<file path="src/rtl/hyperbus_read_pkg.sv">
// Shared types and default widths for the HyperBus receive-side read sequencer.
package hyperbus_read_pkg;

  localparam int LEN_W_DEF = 16;
  localparam int TO_W_DEF  = 10;

  typedef enum logic [2:0] {
    ST_IDLE,
    ST_CMD,
    ST_WAIT,
    ST_DATA,
    ST_SETTLE,
    ST_DONE
  } state_e;

endpackage

</file>
<file path="src/rtl/hyperbus_read_timer.sv">
// Loadable down-counter with a zero flag; shared by the first-word timeout and the settle delay.
module hyperbus_read_timer #(
  parameter int W = 10
) (
  input  logic         clk0,
  input  logic         rst_i,
  input  logic         load,
  input  logic [W-1:0] load_val,
  input  logic         dec,
  output logic         zero
);

  logic [W-1:0] cnt;

  // Holds at zero instead of wrapping so a late decrement is harmless.
  always_ff @(posedge clk0) begin
    if (rst_i) begin
      cnt <= '0;
    end else if (load) begin
      cnt <= load_val;
    end else if (dec && (cnt != '0)) begin
      cnt <= cnt - 1'b1;
    end
  end

  assign zero = (cnt == '0);

endmodule

</file>
<file path="src/rtl/hyperbus_read_ctrl.sv">
// Sequences one HyperBus read burst in clk0: CA wait, read-clock window, word pop, settle, done.
// Optional macro HYPER_READ_STATS_EN adds saturating word / timeout statistics outputs.
module hyperbus_read_ctrl
  import hyperbus_read_pkg::*;
#(
  parameter int LEN_W      = LEN_W_DEF,
  parameter int TO_W       = TO_W_DEF,
  parameter int SETTLE_CYC = 4
) (
  input  logic             clk0,
  input  logic             rst_i,
  input  logic             req_valid_i,
  output logic             req_ready_o,
  input  logic [LEN_W-1:0] req_len_i,
  input  logic [TO_W-1:0]  cfg_timeout_i,
  input  logic             cmd_done_i,
  output logic             read_clk_en_o,
  output logic             en_ddr_in_o,
  input  logic             fifo_valid_i,
  input  logic [15:0]      fifo_data_i,
  output logic             fifo_ready_o,
  output logic             rx_valid_o,
  output logic [15:0]      rx_data_o,
  output logic             rx_last_o,
  input  logic             rx_ready_i,
  output logic             done_o,
  output logic             timeout_o,
  output logic             busy_o,
`ifdef HYPER_READ_STATS_EN
  output logic [31:0]      stat_words_o,
  output logic [15:0]      stat_timeouts_o,
`endif
  output state_e           dbg_state_o
);

  localparam logic [TO_W-1:0] SETTLE_LOAD = TO_W'(SETTLE_CYC - 1);

  // Handshake: a word moves when fifo_valid_i & fifo_ready_o; rx_valid_o/rx_ready_i
  // mirror that pair with no buffering, so downstream stalls stall the FIFO directly.
  state_e         state;
  logic [LEN_W:0] remaining;
  logic [LEN_W:0] len_ext;
  logic           rd_active;
  logic           abort;
  logic           to_en;
  logic           xfer;
  logic           last_word;
  logic           tmr_load;
  logic [TO_W-1:0] tmr_val;
  logic           tmr_dec;
  logic           tmr_zero;

  assign len_ext   = (req_len_i == '0) ? {1'b1, {LEN_W{1'b0}}} : {1'b0, req_len_i};
  assign last_word = (remaining == {{LEN_W{1'b0}}, 1'b1});

  assign fifo_ready_o  = rx_ready_i & rd_active;
  assign rx_valid_o    = fifo_valid_i & rd_active;
  assign rx_data_o     = fifo_data_i;
  assign xfer          = fifo_valid_i & fifo_ready_o;
  assign rx_last_o     = xfer & last_word;
  assign read_clk_en_o = rd_active;
  assign en_ddr_in_o   = rd_active;
  assign dbg_state_o   = state;

  // Timer holds cfg_timeout-1 on WAIT entry so the abort lands in WAIT cycle number cfg_timeout.
  always_comb begin
    tmr_load = 1'b0;
    tmr_val  = '0;
    tmr_dec  = 1'b0;
    case (state)
      ST_CMD: begin
        if (cmd_done_i) begin
          tmr_load = 1'b1;
          tmr_val  = cfg_timeout_i - 1'b1;
        end
      end
      ST_WAIT: begin
        if ((xfer && last_word) || (!xfer && to_en && tmr_zero)) begin
          tmr_load = 1'b1;
          tmr_val  = SETTLE_LOAD;
        end else begin
          tmr_dec = 1'b1;
        end
      end
      ST_DATA: begin
        if (xfer && last_word) begin
          tmr_load = 1'b1;
          tmr_val  = SETTLE_LOAD;
        end
      end
      ST_SETTLE: tmr_dec = 1'b1;
      default: ;
    endcase
  end

  hyperbus_read_timer #(.W(TO_W)) u_timer (
    .clk0     (clk0),
    .rst_i    (rst_i),
    .load     (tmr_load),
    .load_val (tmr_val),
    .dec      (tmr_dec),
    .zero     (tmr_zero)
  );

  always_ff @(posedge clk0) begin
    if (rst_i) begin
      state       <= ST_IDLE;
      remaining   <= '0;
      rd_active   <= 1'b0;
      abort       <= 1'b0;
      to_en       <= 1'b0;
      req_ready_o <= 1'b1;
      busy_o      <= 1'b0;
      done_o      <= 1'b0;
      timeout_o   <= 1'b0;
    end else begin
      done_o    <= 1'b0;
      timeout_o <= 1'b0;
      case (state)
        ST_IDLE: begin
          if (req_valid_i) begin
            remaining   <= len_ext;
            req_ready_o <= 1'b0;
            busy_o      <= 1'b1;
            state       <= ST_CMD;
          end
        end
        ST_CMD: begin
          if (cmd_done_i) begin
            rd_active <= 1'b1;
            to_en     <= (cfg_timeout_i != '0);
            state     <= ST_WAIT;
          end
        end
        ST_WAIT: begin
          if (xfer) begin
            remaining <= remaining - 1'b1;
            if (last_word) begin
              rd_active <= 1'b0;
              state     <= ST_SETTLE;
            end else begin
              state <= ST_DATA;
            end
          end else if (to_en && tmr_zero) begin
            abort     <= 1'b1;
            rd_active <= 1'b0;
            state     <= ST_SETTLE;
          end
        end
        ST_DATA: begin
          if (xfer) begin
            remaining <= remaining - 1'b1;
            if (last_word) begin
              rd_active <= 1'b0;
              state     <= ST_SETTLE;
            end
          end
        end
        ST_SETTLE: begin
          if (tmr_zero) begin
            done_o    <= 1'b1;
            timeout_o <= abort;
            state     <= ST_DONE;
          end
        end
        ST_DONE: begin
          abort       <= 1'b0;
          req_ready_o <= 1'b1;
          busy_o      <= 1'b0;
          state       <= ST_IDLE;
        end
        default: state <= ST_IDLE;
      endcase
    end
  end

`ifdef HYPER_READ_STATS_EN
  always_ff @(posedge clk0) begin
    if (rst_i) begin
      stat_words_o    <= '0;
      stat_timeouts_o <= '0;
    end else begin
      if (xfer && (stat_words_o != '1)) stat_words_o <= stat_words_o + 1'b1;
      if (timeout_o && (stat_timeouts_o != '1)) stat_timeouts_o <= stat_timeouts_o + 1'b1;
    end
  end
`endif

endmodule

</file>
<file path="config.mk">
export PLATFORM = sky130hd
export DESIGN_NAME = hyperbus_read_ctrl
export DESIGN_NICKNAME = d
export VERILOG_FILES = /design/src/rtl/hyperbus_read_pkg.sv /design/src/rtl/hyperbus_read_timer.sv /design/src/rtl/hyperbus_read_ctrl.sv
export SDC_FILE = /design/constraint.sdc
export NUM_CORES = 1
export LEC_CHECK = 0
export CAP_MARGIN = 0
export CORE_MARGIN = 1.5
export CORE_UTILIZATION = 40
export CTS_CLUSTER_DIAMETER = 100
export DETAILED_ROUTE_END_ITERATION = 7
export GPL_ROUTABILITY_DRIVEN = 1
export PLACE_DENSITY = 0.74
export SLEW_MARGIN = 25
export SYNTH_ARGS = -nofsm -noshare
export SYNTH_HDL_FRONTEND = slang
export SYNTH_SLANG_ARGS = --single-unit
</file>
<file path="constraint.sdc">
create_clock -name clk0 -period 5 [get_ports clk0]
set_clock_uncertainty 0.05 [all_clocks]
set_input_delay 0.5 -clock clk0 [delete_from_list [all_inputs] [get_ports clk0]]
set_output_delay 0.5 -clock clk0 [all_outputs]
set_load 0.01 [all_outputs]
</file>
==> impl_metrics.tcl <==
set metrics [dict create \
    synth-seq-area-share 0.2857 \
    maximum_clock_frequency_ghz 0.3257 \
    fin_setup_tns_ps 0 \
    finalNonFillerCells 440 \
    cts.sinks 37 \
    clkLatencyLatePin_ps 300 \
    cap_violations 0 \
    std_cell_rows 29 \
    area_enclosed_by_the_die_boundary_um2 6973 \
    setup_viol 0 \
    post_synth_main_area_contributors "dfxtp_1 29%, nor2_1 8.0%, buf_4 5.5%" \
    max_ir_drop_vdd_mv 0.1204 \
    first_pass_iters 5 \
    layout_net_count 415 \
    layout_overhead_on_the_synthesized_area_pct 17.52 \
    timing.critical_path.slowest_cell_delay_ps 650 \
    preCtsSetupSlack_ps 1925 \
    post_synth_instance_area_um2 2592 \
    seq_area_um2 740.7 \
    clock_tree.htree_level_count 2 \
    synthesis.instances 343 \
    synth_most_common_cell "nor2_1" \
    worstHoldPathCells 2 \
    hpwl_um 4695 \
    route.detailed.drc 0 \
    detail_route.iter0.violations 140 \
    cts.root.buffer_cell "clkbuf_8" \
    first_global_vias 2480 \
    initial_utilization 0.4106 \
    chipHeight_um 83.51 \
    power_uw 984.4 \
    slew_viol_final 0 \
    synth_cell_types 61 \
    async_flop_share 0 \
    synth-xor-area-share 0.03378 \
    synth_top_cells_by_count "55 x nor2_1, 37 x dfxtp_1, 25 x nand2_1" \
    finalHoldViolCount 0 \
    power.density_nw_per_um2 323.1 \
    num-fill-cells 655 \
    number_of_primary_i_o_pins 76 \
    unrepaired_setup_endpoints_after_global_routing "no" \
    cts_setup_buffers 0 \
    yosys_register_bits 37 \
    rrSetupSlack_ps 2160 \
    place.detailed.instances 432 \
    synthAdderAreaFrac 0.02413 \
    fin_util 0.4826 \
    reg2reg_from "dbg_state_o[2]" \
    post_synth_and_or_nand_nor_area_fraction 0.2838 \
    cts.reportedPaths.clkPinSlew_ps 80 \
    worst-path-max-fanout 7 \
    syn_nets 396 \
    global_route_wire_length_before_repair_um 11160 \
    reg2regPathDepth 6 \
    share_of_the_cycle_needed_by_the_critical_path_after_routing 0.6141 \
    yosysWarnings 0 \
    multi_input_area_um2 1589 \
    path_class "in2out" \
    synth_compound_gate_area_share 0.2630 \
    coreArea_um2 6314 \
    ctsHoldBuffers 0 \
    ctsResizeCount 0 \
    hp-start "u_timer.cnt[7]" \
    hold-worst-slack_ps 456.5 \
    worst_hold_path_type "reg2reg" \
    synth_top_flop_cell "dfxtp_1" \
    setup.worst_path.end_class "primary output" \
    depth_of_the_critical_timing_path_with_buffers_and_inverters_included 4 \
    crit_path_frequent_cell "clkdlybuf4s50_1" \
    timing.critical_path.max_delay_family "buffers and inverters" \
    routed-via-count 2544 \
    gp_routability_congestion 0.8201 \
    cts_max_path_buffers 2 \
    final_layout_size_suffix_gt1_frac 0.06336 \
    crit_slowest_cell "clkdlybuf4s50_1" \
    endpoint_with_the_worst_hold_slack "u_timer.cnt[7]" \
    timing.critical_path.arrival_ps 2520 \
    diodes 0 \
    inserted_clock_buffers 5 \
    detail_route.vias_per_cell 5.782 \
    wire_per_inst_um 14.90 \
    placed_area_um2 2935 \
    clock_tree_from_tritoncts "yes" \
    run_status "complete, no violations" \
    grt_overflow 0 \
    crit_buf_inv 2 \
    syn-mean-instance-area_um2 7.558 \
    grt_max_degree 37 \
    timing.max_slew.rel_slack 0.4290 \
    final_wl_um 6554 \
    startpoint_type "input pin" \
    synthDominantCellAreaShare 0.2857 \
    reg2reg_to "u_timer.cnt[5]" \
    io_buffers 43 \
    cp.required_ps 4450 \
    grt_util_overall 0.1915 \
    period_needed_ps 3070 \
    p_leak_nw 1.077 \
    muxShareOfSynthArea 0.008205 \
    synth-edff-count 0 \
    die_x_um 83.51 \
    final_critical_path_setup_slack_ps 1930 \
    combinational_family_with_the_most_area_after_synthesis "simple AND/OR/NAND/NOR gates" \
    final_design_area_no_fill_um2 3047 \
    grt_antenna_before_repair 0 \
    worst_path_cell_trace "clkdlybuf4s50_1, nand3_1, nor4_1, clkdlybuf4s50_1" \
    synthDominantAreaCellType "dfxtp_1" \
    count_of_antenna_violating_nets_left_after_detailed_routing 0 \
    tightestPinTransition_ps 856.5 \
]
metal layers:
| metal | wire, um | global-route usage | vias up |
|---|---|---|---|
| li1 | - | - | 1284 |
| met1 | 3118 | 0.2463 | 1182 |
| met2 | 3009 | 0.3186 | 68 |
| met3 | 333 | 0.04055 | 10 |
| met4 | 92 | 0.06706 | 0 |
| met5 | 0 | 0 | - |
cell usage in the layout, fill, tap and decap left out, types with 2 or more instances in the layout:
cell type and instances:
a211o_1 3, a211oi_1 8, a211oi_2 2, a21oi_1 19, a221oi_1 5, a22oi_1 6
a311o_1 2, a31oi_1 4, a32o_1 3, a41oi_1 2, and2_1 6, and3_1 3
buf_4 4, clkbuf_8 5, clkdlybuf4s50_1 43, dfxtp_1 37, ha_1 5, inv_1 13
nand2_1 25, nand3_1 7, nand4_1 4, nor2_1 55, nor2b_1 5, nor3_1 17
nor4_1 12, o21ai_0 19, o22ai_1 3, o31ai_1 3, xnor2_1 4, xor2_1 6
final cells by class:
type                    count  area share
repair buffers             47      0.1511
inverters                  13     0.01602
multi-input cells         258      0.5216
clock inverters             2     0.01273
flip-flops and latches     37      0.2431
well taps                  77     0.03162
clock buffers               6     0.02382
flip-flops by register name, indices dropped and copies added, names as in the netlist:
register     cells
remaining       17
u_timer.cnt     10
dbg_state_o      3
abort            1
busy_o           1
done_o           1
en_ddr_in_o      1
req_ready_o      1
timeout_o        1
to_en            1
worst max path at each step:
stage	slack, ps	to	startpoint
after CTS	1930	rx_last_o	fifo_valid_i
after floorplan	2900	u_timer.cnt[1]	u_timer.cnt[0]
after detailed placement	1920	rx_last_o	fifo_valid_i
after global routing	1840	u_timer.cnt[5]	dbg_state_o[2]
after global placement	2060	rx_last_o	fifo_valid_i
final	1930	rx_last_o	fifo_valid_i
report_power, final:
part	switching, mW	internal, mW
Clock	0.114	0.150
Sequential	0.0425	0.328
Combinational	0.199	0.151
tightest hold or removal path: cells and delay by family (launching register included):
kind	cells	cell delay, ps
compound gates	1	50
buf+inv	1	60
flops	1	340
cells by family (layout without fill, tap and decap cells):
kind of cell,after synthesis,count (layout)
and+or+nand+nor,147,147
adders and majority gates,5,5
buffers and inverters,48,68
DFF,37,37
xor gates and xnor gates,10,10
muxes,2,2
AOI/OAI and AO/OA,94,94
(Power assumes the default switching activity.)
